File: config.mk
export PLATFORM = sky130hd
export DESIGN_NAME = gray_counter_4bits
export DESIGN_NICKNAME = d
export VERILOG_FILES = /design/src/rtl/gray_pkg.sv /design/src/rtl/bin_to_gray.sv /design/src/rtl/gray_counter_4bits.sv
export SDC_FILE = /design/constraint.sdc
export NUM_CORES = 1
export LEC_CHECK = 0
export BUFFER_PORTS_ARGS = -buffer_cell sky130_fd_sc_hd__buf_2
export CORE_AREA = 8 8 45 47
export DETAILED_ROUTE_END_ITERATION = 16
export DIE_AREA = 0 0 53 55
export HOLD_SLACK_MARGIN = 0.05
export PLACE_DENSITY = 0.51
export RECOVER_POWER = 25
export SLEW_MARGIN = 20
export SYNTH_ARGS = -nofsm -noshare
export SYNTH_HDL_FRONTEND = slang
export SYNTH_SLANG_ARGS = --single-unit
export TNS_END_PERCENT = 50
File: constraint.sdc
create_clock -name clk -period 1.44 [get_ports clk]
set_input_delay 0 -clock clk [delete_from_list [all_inputs] [get_ports clk]]
set_output_delay 0 -clock clk [all_outputs]
set_load 0.02 [all_outputs]
File: src/rtl/gray_pkg.sv
// rtl/gray_pkg.sv - shared width constant and binary/Gray conversion helpers
package gray_pkg;

  localparam int GRAY_WIDTH = 4;

  function automatic logic [GRAY_WIDTH-1:0] bin2gray(input logic [GRAY_WIDTH-1:0] bin);
    return bin ^ (bin >> 1);
  endfunction

  // Each binary bit is the running XOR of all Gray bits from the MSB down.
  function automatic logic [GRAY_WIDTH-1:0] gray2bin(input logic [GRAY_WIDTH-1:0] gray);
    logic [GRAY_WIDTH-1:0] bin;
    bin[GRAY_WIDTH-1] = gray[GRAY_WIDTH-1];
    for (int i = GRAY_WIDTH - 2; i >= 0; i--) begin
      bin[i] = bin[i+1] ^ gray[i];
    end
    return bin;
  endfunction

endpackage

File: src/rtl/bin_to_gray.sv
// rtl/bin_to_gray.sv - combinational binary to Gray-code converter
module bin_to_gray
  import gray_pkg::*;
#(
  parameter int WIDTH = GRAY_WIDTH
) (
  input  logic [WIDTH-1:0] bin,
  output logic [WIDTH-1:0] gray
);

  assign gray = bin ^ (bin >> 1);

endmodule

File: src/rtl/gray_counter_4bits.sv
// rtl/gray_counter_4bits.sv - free-running Gray counter with sync active-low reset and enable
module gray_counter_4bits
  import gray_pkg::*;
#(
  parameter int WIDTH = GRAY_WIDTH
) (
  input  logic             clk,
  input  logic             rst,
  input  logic             clk_en,
  output logic [WIDTH-1:0] gray_out
);

  logic [WIDTH-1:0] bin;
  logic [WIDTH-1:0] bin_next;
  logic [WIDTH-1:0] gray_next;

  assign bin_next = bin + {{(WIDTH-1){1'b0}}, 1'b1};

  // Output register is loaded from the converted next count, keeping the port flop-driven.
  bin_to_gray #(
    .WIDTH(WIDTH)
  ) u_bin_to_gray (
    .bin  (bin_next),
    .gray (gray_next)
  );

  always_ff @(posedge clk) begin
    if (!rst) begin
      bin      <= '0;
      gray_out <= '0;
    end else if (clk_en) begin
      bin      <= bin_next;
      gray_out <= gray_next;
    end
  end

endmodule

==> flow_summary.yaml, run 1 <==
run_status:
  status: "finished clean"
critical_path:
  crit_slowest_cell: "dfxtp_1"
  cp_num_buf_inv: 0
  cp.arrival_ns: 1.36
  cp-end-kind: "flop"
  start_kind: "flop"
  critPathRequiredTime_ns: 1.58
  cp_cell_sequence: "ha_1 -> xor2_1 -> xnor2_1 -> o21ai_1"
  timing.rr.start: "bin[0]$_SDFFE_PN0P_"
  worst-setup-path-type: "flop to flop"
  critical-path-top-delay-family: "flip-flops"
  crit_fanout: 5
  crit_cells: 4
  critPathLaunch: "bin[0]$_SDFFE_PN0P_"
  reg2regPathDepth: 4
  reg2reg_slack_ns: 0.22
  worstSetupEndpoint: "gray_out[1]$_SDFFE_PN0P_"
  cpPeakStageDelay_ns: 0.43
  rr_endpoint: "gray_out[1]$_SDFFE_PN0P_"
final_layout:
  antenna_cells: 0
  multiInputGateArea_um2: 184
  final_common_cell: "dfxtp_1"
  drive_above_1_share_pct: 19.5
  seqCellArea_um2: 140
  fin_nets: 46
  fillers: 154
  most-common-layout-cells: "7 x dfxtp_1, 5 x xnor2_1, 4 x buf_2"
  layout.cells.non_filler: 57
  area_delta_synth_final_pct: 18.2
clock_tree:
  cts_hold_buffers: 0
  cts_max_level: 1
  root_buffer: "clkbuf_4"
  post_cts_buffers: 0
  clkTransAtPathRegs_ns: 0.05
  tritoncts: "done"
  ctsResizeCount: 0
  cts_buffer_depth: 2
  cts_made_buffers: 3
  clk_latency_ns: 0.25
  cts.sinks: 7
sta:
  layout_worst_path_cycle_share_pct: 84.7
  hold_violations: 0
  max_freq_mhz: 820
  fin_skew_ns: 0.00541
  rsz0062_at_grt: "false"
  relSlewSlack_pct: 82.8
  finalSetupViolCount: 0
  tns_ns: 0
  maxSlewViolCount: 0
  setup_ws_ns: 0.221
  fin_crit_ns: 1.22
  max_slew.worst_pin.slew_ns: 0.260
routing:
  via_count: 235
  ant_nets: 0
  firstDrtPassIters: 3
  drt_first_iter_violations: 3
  finalWirelength_um: 568
  wire_per_inst_um: 9.96
  drt-vias-per-instance: 4.12
  drc_errors: 0
floorplanning:
  initial_core_util_pct: 24.3
  core_area_um2: 1380
  die_width_um: 53
  rows: 14
  die_y_um: 55
  die_area_um2: 2920
  io_pins: 7
logic_synthesis:
  yosys_register_bits: 7
  yosysWarningCount: 0
  synthCells: 33
  synth_top_area_share_pct: 41.6
  synth_top_area_cell: "dfxtp_1"
  ys_types: 14
  synth_fp_nets: 37
  synth_area_um2: 337
  seq_area_frac_synth_pct: 41.6
  synth_area_leaders: "dfxtp_1 42%, xnor2_1 13%, xor2_1 7.8%"
  avgSynthCellArea_um2: 10.2
grt:
  grt_antenna_before_repair: 0
  gr-total-overflow: 0
  grtUsageTotal_pct: 4.43
  grt_max_degree: 9
  grt_pass1_vias: 213
  grt_pass1_wl_um: 855
placement:
  place_congestion: 0.704
  dp_cells: 53
  pre_cts_slack_ns: 0.225
  io_buffers: 6
min_path:
  hold_class: "primary input to flop"
  whs_path_depth: 2
power:
  ir_worst_vdd_uv: 397
  power_mw: 0.466
  power_per_cell_area_nw_per_um2: 1170
  cellLeakagePower_nw: 0.170
flow_run:
  cap_violations: 0
flip-flops by register name, summed over array words and instances, names as in the netlist:
| register | cells |
|---|---|
| gray_out | 4 |
| bin | 3 |
how the worst min path moves through the flow:
stage | slack, ns | to | start
2_1_floorplan | 0.12 | bin[0]$_SDFFE_PN0P_ | rst
3_3_place_gp | 0.33 | bin[0]$_SDFFE_PN0P_ | rst
3_5_place_dp | 0.32 | bin[2]$_SDFFE_PN0P_ | rst
4_1_cts | 0.06 | bin[2]$_SDFFE_PN0P_ | rst
5_1_grt | 0.06 | bin[1]$_SDFFE_PN0P_ | rst
6_report | 0.06 | bin[2]$_SDFFE_PN0P_ | rst
routing by layer:
layer	global-route usage, %	routed length, um	up-vias
met4	5.17	10	0
li1	-	-	124
met1	4.26	276	101
met2	5.47	234	8
met5	0	0	-
met3	3.48	47	2
synth_stat cells:
cell type,instances
a21boi_2,1
and2_1,3
buf_2,1
buf_4,1
dfxtp_1,7
ha_1,1
mux2i_1,2
nand2_1,2
nand3b_1,2
nand4_1,1
nor2b_1,2
o21ai_1,2
xnor2_1,5
xor2_1,3
stage by stage:
step / area, um2 / hold slack, ns / utilization (%)
6_report: 398 / 0.0647 / 28.8
5_1_grt: 398 / 0.0583 / 28.8
4_1_cts: 400 / 0.0639 / 28.9
3_5_place_dp: 374 / 0.325 / 27.0
3_3_place_gp: 374 / 0.325 / 27.0
2_1_floorplan: 337 / 0.122 / -
final cells by class:
class	instances	area share (%)
multi-input combinational	24	46.2
sequential	7	35.2
timing repair buffer	6	6.92
clock buffer	4	6.60
tap	16	5.03
worst reg2reg max path: cells and delay by family, from the launching register on:
kind	cells	cell delay (ns)
flops	1	0.43
xor+xnor	2	0.34
fa+ha+maj	1	0.27
compound gates	1	0.07
cells by family after synthesis:
kind of cell / share of synthesized area (%)
AO/OA/AOI/OAI: 6.32
AND/OR/NAND/NOR: 17.8
XOR/XNOR: 20.8
buffers and inverters: 3.72
multiplexers: 5.95
flip-flops: 41.6
adder cells (fa/ha/maj): 3.72
report_power, final:
part	internal (mW)	leakage [nW]	switching [mW]
Combinational	0.0336	0.0979	0.0381
Clock	0.106	0.0150	0.0689
Sequential	0.208	0.0572	0.0123
Total	0.347	0.170	0.119
Note: power is estimated with default switching activity, not from simulation.
==> inputs of run 2 (changes only) <==
--- a/config.mk
+++ b/config.mk
@@ -10,7 +10,7 @@
 export DETAILED_ROUTE_END_ITERATION = 16
 export DIE_AREA = 0 0 53 55
 export HOLD_SLACK_MARGIN = 0.05
-export PLACE_DENSITY = 0.51
+export PLACE_DENSITY = 0.53
 export RECOVER_POWER = 25
 export SLEW_MARGIN = 20
 export SYNTH_ARGS = -nofsm -noshare
==> constraint.sdc (replaced) <==
create_clock -name clk -period 1.1 [get_ports clk]
set_input_delay 0 -clock clk [delete_from_list [all_inputs] [get_ports clk]]
set_output_delay 0 -clock clk [all_outputs]
set_load 0.02 [all_outputs]
==> run 2 against run 1 <==
  * Sequential power increased by 30%
  * Die area did not move
  * First-iteration DRC count grew 33%
  * Clock power is 34% higher
  * Register-to-register slack lost 0.16 ns
  * Critical path depth is the same
  * Wire length up 9.9%
  * Non-clock buffer count increased by 2
  * Total power up 37%
==> flow_summary.yaml, run 2 (synthesis gave the netlist of run 1 again) <==
run_status:
  status: "finished clean"
routing:
  finalWirelength_um: 624
  wire_per_inst_um: 10.6
  ant_nets: 0
  drc_errors: 0
  firstDrtPassIters: 3
  drt_first_iter_violations: 4
  via_count: 248
  drt-vias-per-instance: 4.20
final_layout:
  most-common-layout-cells: "6 x dfxtp_1, 5 x xnor2_1, 4 x buf_2"
  fin_nets: 48
  area_delta_synth_final_pct: 26.8
  largest_reg_flops: 4
  drive_above_1_share_pct: 27.9
  fillers: 151
  regMostFlops: "gray_out"
  antenna_cells: 0
  final_common_cell: "dfxtp_1"
  finish.utilization_pct: 30.8
  reg.largest.list: "gray_out: 4 flops, bin: 3 flops"
critical_path:
  cp-end-kind: "flop"
  start_kind: "flop"
  worst-setup-path-type: "flop to flop"
  critPathRequiredTime_ns: 1.24
  timing.rr.start: "bin[1]$_SDFFE_PN0P_"
  crit_fanout: 3
  critPathLaunch: "bin[1]$_SDFFE_PN0P_"
  cp.arrival_ns: 1.18
flow_run:
  cap_violations: 0
clock_tree:
  cts.sinks: 7
  root_buffer: "clkbuf_4"
  tritoncts: "done"
  clk_latency_ns: 0.25
  post_cts_buffers: 0
  cts_buffer_depth: 2
  cts_max_level: 1
  ctsResizeCount: 0
  cts_made_buffers: 3
  clkTransAtPathRegs_ns: 0.05
  cts_hold_buffers: 0
min_path:
  hold_start: "rst"
  hold_class: "primary input to flop"
grt:
  grt_pass1_wl_um: 1010
  grt_max_degree: 9
  grtUsageTotal_pct: 5.14
  grt_pass1_vias: 246
  grt_antenna_before_repair: 0
  gr-total-overflow: 0
sta:
  finalSetupViolCount: 0
  tns_ns: 0
  maxSlewViolCount: 0
  layout_worst_path_cycle_share_pct: 94.5
  fin_crit_ns: 1.04
  max_freq_mhz: 962
  max_slew.worst_pin.slew_ns: 0.254
  fin_skew_ns: 0.00284
  hold_violations: 0
  relSlewSlack_pct: 83.2
  hold_ws_ns: 0.0628
  rsz0062_at_grt: "false"
placement:
  place_congestion: 0.708
  io_buffers: 6
  dpl.hpwl_um: 432
power:
  seq_power_share_pct: 44.9
  switching_power_mw: 0.167
  ir_worst_vdd_uv: 404
  p_int_mw: 0.473
  p_sw_share_pct: 26.1
  pwr-share-comb_pct: 18.7
  p_clk_share_pct: 36.4
  cellLeakagePower_nw: 0.178
  power_per_cell_area_nw_per_um2: 1500
floorplanning:
  rows: 14
  io_pins: 7
  initial_core_util_pct: 24.3
  die_y_um: 55
  die_width_um: 53
  die_area_um2: 2920
  core_area_um2: 1380
run 2: metal layers:
layer	vias up	GRT usage [%]	part of all wire (%)	routed length, um
met5	-	0	0	0
met4	0	7.76	3.0	19
met3	2	1.87	6.9	43
met2	5	7.62	45	283
met1	113	4.57	45	278
li1	128	-	-	-
run 2: final timing paths:
| check | to | slack, ns | depth (start not counted) |
|---|---|---|---|
| setup / recovery | gray_out[2]$_SDFFE_PN0P_ | 0.06 | 4 |
| hold / removal | bin[0]$_SDFFE_PN0P_ | 0.06 | 2 |
| setup reg to reg | gray_out[2]$_SDFFE_PN0P_ | 0.06 | 4 |
| hold reg to reg | gray_out[2]$_SDFFE_PN0P_ | 0.47 | 2 |
run 2: layout make-up:
class | count | area [um2] | share of cell area [%]
Multi-Input combinational cell | 24 | 196 | 46.0
Sequential cell | 7 | 141 | 33.1
Timing Repair Buffer | 8 | 42.5 | 9.97
Clock buffer | 4 | 26.3 | 6.16
Tap cell | 16 | 20.0 | 4.69
run 2: worst max-delay path, cell delays in order (launching register included):
cell	delay, ns
dfxtp_1	0.38
ha_4	0.17
xor2_1	0.17
xnor2_1	0.13
o21ai_1	0.08
run 2: power by group through the flow:
stage / Sequential [mW] / Combinational, mW / Clock, mW
floorplan: 0.305 / 0.0637 / 0
detailed placement: 0.288 / 0.116 / 0
CTS: 0.283 / 0.118 / 0.244
global placement: 0.287 / 0.116 / 0
global route: 0.289 / 0.133 / 0.261
finish: 0.287 / 0.120 / 0.233
run 2: metrics by stage:
step	power (mW)	setup WS (ns)	cell area (um2)	std cells
2_1_floorplan	0.369	0.0316	340	33
3_3_place_gp	0.404	0.0757	393	55
3_5_place_dp	0.404	0.0569	393	55
4_1_cts	0.645	0.0260	419	59
5_1_grt	0.682	0.0111	427	59
6_report	0.640	0.0610	427	59
